$ cat config.mk
export PLATFORM = sky130hd
export DESIGN_NAME = update_seq_ctrl
export DESIGN_NICKNAME = d
export VERILOG_FILES = /design/src/rtl/update_seq_ctrl.sv
export SDC_FILE = /design/constraint.sdc
export NUM_CORES = 1
export LEC_CHECK = 0
export CAP_MARGIN = 20
export CELL_PAD_IN_SITES_DETAIL_PLACEMENT = 1
export CELL_PAD_IN_SITES_GLOBAL_PLACEMENT = 1
export CORE_MARGIN = 2
export CORE_UTILIZATION = 41
export DETAILED_ROUTE_END_ITERATION = 8
export PLACE_DENSITY = 0.79
export SLEW_MARGIN = 10
export SYNTH_ARGS = -nofsm -noshare
export SYNTH_HDL_FRONTEND = slang
export SYNTH_SLANG_ARGS = --single-unit
$ cat constraint.sdc
create_clock -name sys_clk -period 2.8 [get_ports sys_clk]
set_clock_uncertainty 0.1 [all_clocks]
set_input_delay 0.42 -clock sys_clk [delete_from_list [all_inputs] [get_ports sys_clk]]
set_output_delay 0.42 -clock sys_clk [all_outputs]
set_load 0.03 [all_outputs]
$ cat src/rtl/update_seq_ctrl.sv
// Remote-update sequencer: clear switch code, write bitstream, CRC check,
// write switch code and optional hot reset, with per-step timeout and error code.
module update_seq_ctrl #(
    parameter logic [1:0]  USER_BITSTREAM_CNT = 2'd1,
    parameter logic [31:0] TIMEOUT_CYCLES     = 32'd50_000_000,
    parameter logic        AUTO_HOTRESET      = 1'b1
) (
    input  logic       sys_clk,
    input  logic       sys_rst,
    input  logic       upd_start,
    input  logic       upd_abort,
    input  logic [1:0] upd_bs_num,
    output logic       clear_sw_en,
    output logic       flash_wr_en,
    output logic [1:0] bitstream_wr_num,
    output logic       crc_check_en,
    output logic       write_sw_code_en,
    output logic       hotreset_en,
    input  logic       clear_sw_done,
    input  logic       clear_bs_done,
    input  logic       bitstream_wr_done,
    input  logic [1:0] bs_crc32_ok,
    input  logic       open_sw_code_done,
    input  logic       ipal_busy,
    output logic       upd_busy,
    output logic       upd_done,
    output logic       upd_err,
    output logic [3:0] upd_err_code,
    output logic [2:0] upd_step
);

    typedef enum logic [2:0] {
        S_IDLE   = 3'd0,
        S_CLR_SW = 3'd1,
        S_WR_BS  = 3'd2,
        S_CRC    = 3'd3,
        S_WR_SW  = 3'd4,
        S_HOTRST = 3'd5,
        S_DONE   = 3'd6,
        S_ERR    = 3'd7
    } state_t;

    state_t      r_state;
    logic        r_first;
    logic [31:0] r_cnt;
    logic        r_bs_cleared;
    logic [1:0]  r_bs_num;
    logic [3:0]  r_err_code;
    logic        r_busy;

    state_t      w_next;
    logic        w_err_load;
    logic [3:0]  w_err_val;
    logic        w_cnt_restart;
    logic        w_hotreset;
    logic        w_step_state;
    logic        w_timeout;
    logic        w_legal_num;
    logic        w_accept;

    assign w_step_state = (r_state == S_CLR_SW) || (r_state == S_WR_BS) ||
                          (r_state == S_CRC)    || (r_state == S_WR_SW) ||
                          (r_state == S_HOTRST);
    assign w_timeout    = (r_cnt == (TIMEOUT_CYCLES - 32'd1));
    assign w_legal_num  = (upd_bs_num != 2'd0) && (upd_bs_num <= USER_BITSTREAM_CNT);
    assign w_accept     = (r_state == S_IDLE) && (w_next == S_CLR_SW);

    always_comb begin
        w_next        = r_state;
        w_err_load    = 1'b0;
        w_err_val     = 4'h0;
        w_cnt_restart = 1'b0;
        w_hotreset    = 1'b0;
        // Abort pre-empts any done pulse seen in the same cycle.
        if (w_step_state && upd_abort) begin
            w_next     = S_ERR;
            w_err_load = 1'b1;
            w_err_val  = 4'hF;
        end else begin
            case (r_state)
                S_IDLE: begin
                    if (upd_start && !upd_abort) begin
                        if (w_legal_num) begin
                            w_next = S_CLR_SW;
                        end else begin
                            w_next     = S_ERR;
                            w_err_load = 1'b1;
                            w_err_val  = 4'h1;
                        end
                    end
                end
                S_CLR_SW: begin
                    if (clear_sw_done) begin
                        w_next = S_WR_BS;
                    end else if (w_timeout) begin
                        w_next     = S_ERR;
                        w_err_load = 1'b1;
                        w_err_val  = 4'h2;
                    end
                end
                S_WR_BS: begin
                    // Write-done only counts once the erase has been reported.
                    if (r_bs_cleared && bitstream_wr_done) begin
                        w_next = S_CRC;
                    end else if (!r_bs_cleared && clear_bs_done) begin
                        w_cnt_restart = 1'b1;
                    end else if (w_timeout) begin
                        w_next     = S_ERR;
                        w_err_load = 1'b1;
                        w_err_val  = 4'h3;
                    end
                end
                S_CRC: begin
                    if (bs_crc32_ok[1]) begin
                        if (bs_crc32_ok[0]) begin
                            w_next     = S_ERR;
                            w_err_load = 1'b1;
                            w_err_val  = 4'h4;
                        end else begin
                            w_next = S_WR_SW;
                        end
                    end else if (w_timeout) begin
                        w_next     = S_ERR;
                        w_err_load = 1'b1;
                        w_err_val  = 4'h5;
                    end
                end
                S_WR_SW: begin
                    if (open_sw_code_done) begin
                        w_next = AUTO_HOTRESET ? S_HOTRST : S_DONE;
                    end else if (w_timeout) begin
                        w_next     = S_ERR;
                        w_err_load = 1'b1;
                        w_err_val  = 4'h6;
                    end
                end
                S_HOTRST: begin
                    if (!ipal_busy) begin
                        w_hotreset = 1'b1;
                        w_next     = S_DONE;
                    end else if (w_timeout) begin
                        w_next     = S_ERR;
                        w_err_load = 1'b1;
                        w_err_val  = 4'h7;
                    end
                end
                S_DONE:  w_next = S_IDLE;
                S_ERR:   w_next = S_IDLE;
                default: w_next = S_IDLE;
            endcase
        end
    end

    always_ff @(posedge sys_clk) begin
        if (sys_rst) begin
            r_state      <= S_IDLE;
            r_first      <= 1'b0;
            r_cnt        <= 32'd0;
            r_bs_cleared <= 1'b0;
            r_bs_num     <= 2'd0;
            r_err_code   <= 4'h0;
            r_busy       <= 1'b0;
        end else begin
            r_state <= w_next;
            r_first <= (w_next != r_state);
            if ((w_next != r_state) || w_cnt_restart || !w_step_state) begin
                r_cnt <= 32'd0;
            end else begin
                r_cnt <= r_cnt + 32'd1;
            end
            if (w_next != r_state) begin
                r_bs_cleared <= 1'b0;
            end else if (w_cnt_restart) begin
                r_bs_cleared <= 1'b1;
            end
            if (w_accept) begin
                r_bs_num   <= upd_bs_num;
                r_err_code <= 4'h0;
            end else if (w_err_load) begin
                r_err_code <= w_err_val;
            end
            // An illegal-slot start is never accepted, so it does not raise busy.
            if (w_next == S_IDLE) begin
                r_busy <= 1'b0;
            end else if (w_accept) begin
                r_busy <= 1'b1;
            end
        end
    end

    assign clear_sw_en      = (r_state == S_CLR_SW) && r_first;
    assign flash_wr_en      = (r_state == S_WR_BS);
    assign crc_check_en     = (r_state == S_CRC) && r_first;
    assign write_sw_code_en = (r_state == S_WR_SW) && r_first;
    assign hotreset_en      = w_hotreset;
    assign bitstream_wr_num = r_bs_num;
    assign upd_busy         = r_busy;
    assign upd_done         = (r_state == S_DONE);
    assign upd_err          = (r_state == S_ERR);
    assign upd_err_code     = r_err_code;
    assign upd_step         = r_state;

endmodule

# Word-level counts from Yosys, hierarchy flattened
# Cells that the tools add are included.
dict set report word_totals {
  out_inout_bits 17
  regBits 44
  inputBits 13
}
dict set report op_classes {
  addsub 1
  eq_ne 10
  muxes 47
  n_lt_le_gt_ge 1
  reduce_logical 26
}
# op count
set op_table {}
lappend op_table {{$mux W3} 16}
lappend op_table {{$add A32 B1 Y32 const B} 1}
lappend op_table {{$eq A32 B26 Y1 const B} 1}
lappend op_table {{$pmux W4 S6} 1}
lappend op_table {{$pmux W3 S7} 1}
lappend op_table {{$mux W1} 20}
lappend op_table {{$eq A3 B3 Y1 const B} 4}
lappend op_table {{$mux W2} 6}
lappend op_table {{$reduce_or A2 Y1} 5}
lappend op_table {{$logic_and A1 B1 Y1} 9}
lappend op_table {{$mux W4} 2}
lappend op_table {{$eq A3 B1 Y1 const B} 2}
lappend op_table {{$eq A3 B2 Y1 const B} 2}
lappend op_table {{$logic_not A3 Y1} 2}
lappend op_table {{$logic_or A1 B1 Y1} 6}
lappend op_table {{$pmux W1 S6} 1}
lappend op_table {{$logic_not A1 Y1} 3}
lappend op_table {{$ne A3 B3 Y1} 1}
lappend op_table {{$le A2 B1 Y1 const B} 1}
lappend op_table {{$reduce_bool A2 Y1} 1}

# Depth between registers and ports, before layout
# Gate-level depths: netlist (run 1).
dict set report depth {
  ltp_word 11
  mapped_depth 9
  depth_no_buf 7
}

# Worst setup path after synthesis (run 1)
# Ideal clock, no wire load.
dict set report synth_path {
  path_type {flip-flop to flip-flop}
  startpoint {register r_state[1], in the netlist upd_step[1]}
  endpoint {register r_cnt[10]}
  t_required_ps 2567
  path_stages_with_launch 9
  slack_ps -234
  t_arrival_ps 2800
  path_buffers 2
  path_cell_list {dfxtp_1 -> buf_6 -> nor3b_1 -> a22oi_1 -> nor4_1 -> o22ai_1 -> o2111ai_4 -> buf_4 -> nor4_1}
}
dict set report synth_via {
  elab_chain_len 11
  word_cells_on_any_way 31
  classes_between {8 x eq/ne; 12 x mux; 11 x reduce/logical}
}
# item line
set synth_lines {}
lappend synth_lines {{start, declared} 43} ;# state_t r_state;
lappend synth_lines {{start signal, assigned} 164} ;# r_state <= w_next;
lappend synth_lines {{$eq A3 B2 Y1 *} n/a}
lappend synth_lines {{net flash_wr_en} 14} ;# output logic flash_wr_en,
lappend synth_lines {{$logic_or A1 B1 Y1 (2 in a row)} 61} ;# assign w_step_state = (r_state == S_CLR_SW) || (r_state == S_WR_BS) ||
lappend synth_lines {{$logic_or A1 B1 Y1 (2 in a row)} 62} ;# (r_state == S_CRC) || (r_state == S_WR_SW) ||
lappend synth_lines {{$logic_and A1 B1 Y1} 75} ;# if (w_step_state && upd_abort) begin
lappend synth_lines {{$mux W3} 75}
lappend synth_lines {{$ne A3 B3 Y1} 166} ;# if ((w_next != r_state) || w_cnt_restart || !w_step_state) begin
lappend synth_lines {{$logic_or A1 B1 Y1} 166}
lappend synth_lines {{$logic_or A1 B1 Y1 *} 166}
lappend synth_lines {{$reduce_or A2 Y1 (no line) *} n/a}
lappend synth_lines {{end signal, assigned} 169} ;# r_cnt <= r_cnt + 32'd1;
lappend synth_lines {{end, declared} 45} ;# logic [31:0] r_cnt;
# Mark *: on every way through the listed nets, which the timed path passes. The rest lies on a longest branch.
# A chain may end at the register's enable or synchronous reset.

# Worst setup path in the final report (run 1)
dict set report layout_path {
  startpoint {register r_state[0], in the netlist upd_step[0]}
  endpoint {output crc_check_en}
}
dict set report layout_via {
  elab_chain_len 2
}
# item line
set layout_lines {}
lappend layout_lines {{$eq A3 B2 Y1} 193} ;# assign crc_check_en = (r_state == S_CRC) && r_first;
lappend layout_lines {{$logic_and A1 B1 Y1} 193}
lappend layout_lines {{end, declared} 16} ;# output logic crc_check_en,
# Every way passes these cells.

==> metrics.txt, run 1 <==
maximum fanout along the worst path=11; clock buffer depth=2; Reg2Reg Capture Point=r_cnt[21]; uppermost routed layer=met4; core area=5850 sq um; flop2flop setup slack=between 0.2 and 0.25 ns; clock latency on the worst-skew pair=0.29 ns; post-synth net total=~320; RSZ-0062 raised after global routing=false; synthesized cell area=between 2000 and 2500 sq um; H-Tree Depth=2; cts hold-fix bufs=0; Non-Filler Instances=415; Post-Synthesis Cells=304; met3 routed WL=between 200 and 250 um; sequential share of the synthesized area=roughly 36%; cell taking the most area after synthesis=dfxtp_1; Leakage=0.911 nW; Reg-to-Reg Start=upd_step[0]; Post-Route M1 WL=3110 um; synth unique cells=47; Vias=approximately 2400; grt ovf=0; setup TNS=0 ns; Worst Hold End=bitstream_wr_num[1]; initial antenna violation count=0; maxcap violations=0; Area contributors post-synth=dfxtp_1 36%, nor4_1 9.1%, xnor2_1 5.7%; actual slew at the worst max-slew pin=0.578 ns; arrival time worst endpoint=2.12 ns; share of layout cells above drive strength 1=9.12%; Residual DRC=0; initial drt markers=95; CTS tree=done; CP Capture Type=primary output; fin crit share=a little over nine tenths; Hold Path Class=flip-flop to flip-flop; Num Clock Sinks=44; Net count, final=353; Slew Viols, Final=0; placed cells=407; hold depth=2; FF+latch count, synth=44; DPL Wire Length=between 5000 and 6000 um; die boundary height=81.6 um; top_reg_cell synth=dfxtp_1; io pins=30; first-pass GRT wire length=11600 um; share of the synthesized area in the top cell type=35.7%; status=finished clean; Die Wd=81.6 um; starting density of the core=42.2%; power per cell area=722 nW/um^2; startpoint types=flip-flop; Min Hold Slack=0.339 ns; VDD IR max=0.000355 V; WL per Instance=approximately 17 um; clock tree root buffer cell=clkbuf_8; Global Route Usage Sum=a little under a quarter; clk slew on worst S/H paths=0.09 ns; Hold Fails Final Rpt=0; fin crit period=about 2.6 ns; Die ar.=6650 sq um; post-route ant nets=0; synth warn=0; fmax=~0.38 GHz; Avg Inst Size Synth=8.11 sq um; Fill cells=741; # setup viols final=0; core occupancy in the finished layout=51.0%; Final Cell Area=2980 sq um; n_diodes=0; Post-Route WL=7070 um; Rows=28; DR WL met2=3620 um; Post-synth EDFFs=0; first drt pass iteration count=4; worst hold start=bitstream_wr_num[1]; routability congestion estimate=~0.88; crit path kind=flip-flop to primary output; max_slew headroom=61.2%; pin count of the biggest net entering global routing=41; CTS Buf Count=5; Worst EP required=2.28 ns; drt via density=approximately 5.8; Async S/R FF share, synth=0%; Area Overhead vs Synth=21.0%; Reg2Reg Depth=7; via count of the first global-routing pass=2437; Area after DPL=approximately 2900 sq um; IO Port Bufs=29
==> sequential cells by signal (all words and copies together), names as in the netlist <==
signal	count
bitstream_wr_num	2
r_bs_cleared	1
r_first	1
upd_step	3
upd_busy	1
upd_err_code	4
r_cnt	32
==> where the power goes <==
group / internal (W) / switching, W
clock: 0.000179 / 0.000217
combinational: 0.000371 / 0.000633
sequential: 0.000673 / 0.0000812
total: 0.00122 / 0.000931
==> cells in the mapped netlist (all sizes together), types with 3 or more instances <==
library cell and count:
a31oi 5, buf 6, nor2 28, and3 3, clkbuf 10, nor4bb 3, dfxtp 44, a21oi 11
nand2 20, nor4 36, nor2b 5, o211ai 3, inv 10, nand3 19, xor2 14, xnor2 16
o21ai 10, nand2b 8, or3 3, nand4 8, and4 4, nor3 14
==> layout by cell type (no fill, tap or decap), types with 2 or more instances in the layout <==
| cell | count |
|---|---|
| dfxtp_1 | 43 |
| nor4_1 | 36 |
| clkdlybuf4s50_1 | 29 |
| nor2_1 | 28 |
| nand2_1 | 20 |
| nand3_1 | 18 |
| xnor2_1 | 16 |
| nor3_1 | 14 |
| xor2_1 | 14 |
| buf_4 | 14 |
| inv_1 | 10 |
| a21oi_1 | 10 |
| o21ai_0 | 10 |
| nand2b_1 | 8 |
| nand4_1 | 8 |
| nor2b_1 | 5 |
| a31oi_1 | 5 |
| clkbuf_8 | 5 |
| and4_1 | 4 |
| and3_1 | 3 |
| nor4bb_1 | 3 |
| or3_1 | 3 |
| o211ai_1 | 3 |
| a211oi_1 | 2 |
| o21a_1 | 2 |
| clkbuf_1 | 2 |
==> critical path, cell delays in order, from the launching register on <==
cell             delay, ns
dfxtp_1               0.60
nor2b_1               0.34
nand2_1               0.11
nor2_1                0.09
clkdlybuf4s50_1       0.68
==> repair_timing <==
item,CTS,global route
endpoints found under the setup margin,0,6
gates resized for setup,0,1
setup buffers,0,0
==> kinds of logic after synthesis <==
family                     share of synthesized area (%)
buffers and inverters                               5.02
and+or+nand+nor                                     35.6
DFF                                                 35.7
adders and majority gates                          0.507
AOI/OAI and AO/OA                                   12.1
xor gates and xnor gates                            10.7
muxes                                              0.406
==> worst max-delay path by stage <==
stage                start           end  depth (start not counted)
6_report       upd_step[0]  crc_check_en                          4
5_1_grt        upd_step[0]   clear_sw_en                          4
3_5_place_dp     upd_abort     r_cnt[27]                          8
3_3_place_gp     upd_abort     r_cnt[10]                          8
4_1_cts        upd_step[2]   hotreset_en                          3
2_1_floorplan  upd_step[1]     r_cnt[10]                          8
==> final cells by class <==
cell class              count  area [sq um]  area share (%)
multi-input cells         234          1470            49.3
repair buffers             44           415            13.9
flip-flops and latches     44           882            29.6
inverters                  10          37.5            1.26
clock inverters             1          8.76           0.294
well taps                  75          93.8            3.14
clock buffers               7          76.3            2.56
==> stage by stage <==
step | setup slack [ns] | power [W]
6_report | 0.164 | 0.00215
5_1_grt | 0.0260 | 0.00229
4_1_cts | 0.00370 | 0.00217
3_5_place_dp | 0.0768 | 0.00177
3_3_place_gp | 0.139 | 0.00174
2_1_floorplan | 0.247 | 0.00143
==> metal layers <==
metal  vias to the layer above  track usage, %
li1                       1185               -
met1                      1177            27.7
met2                        44            41.1
met3                         6            3.08
met4                         0            6.78
met5                         -               0
Power figures use the tool's default switching activity.
==> run 2: changes to the inputs <==
--- a/config.mk
+++ b/config.mk
@@ -16,3 +16,4 @@
 export SYNTH_ARGS = -nofsm -noshare
 export SYNTH_HDL_FRONTEND = slang
 export SYNTH_SLANG_ARGS = --single-unit
+export TNS_END_PERCENT = 30
==> results of run 2 <==
Same layout as run 1: the final DEF is identical, and so are final timing and power.
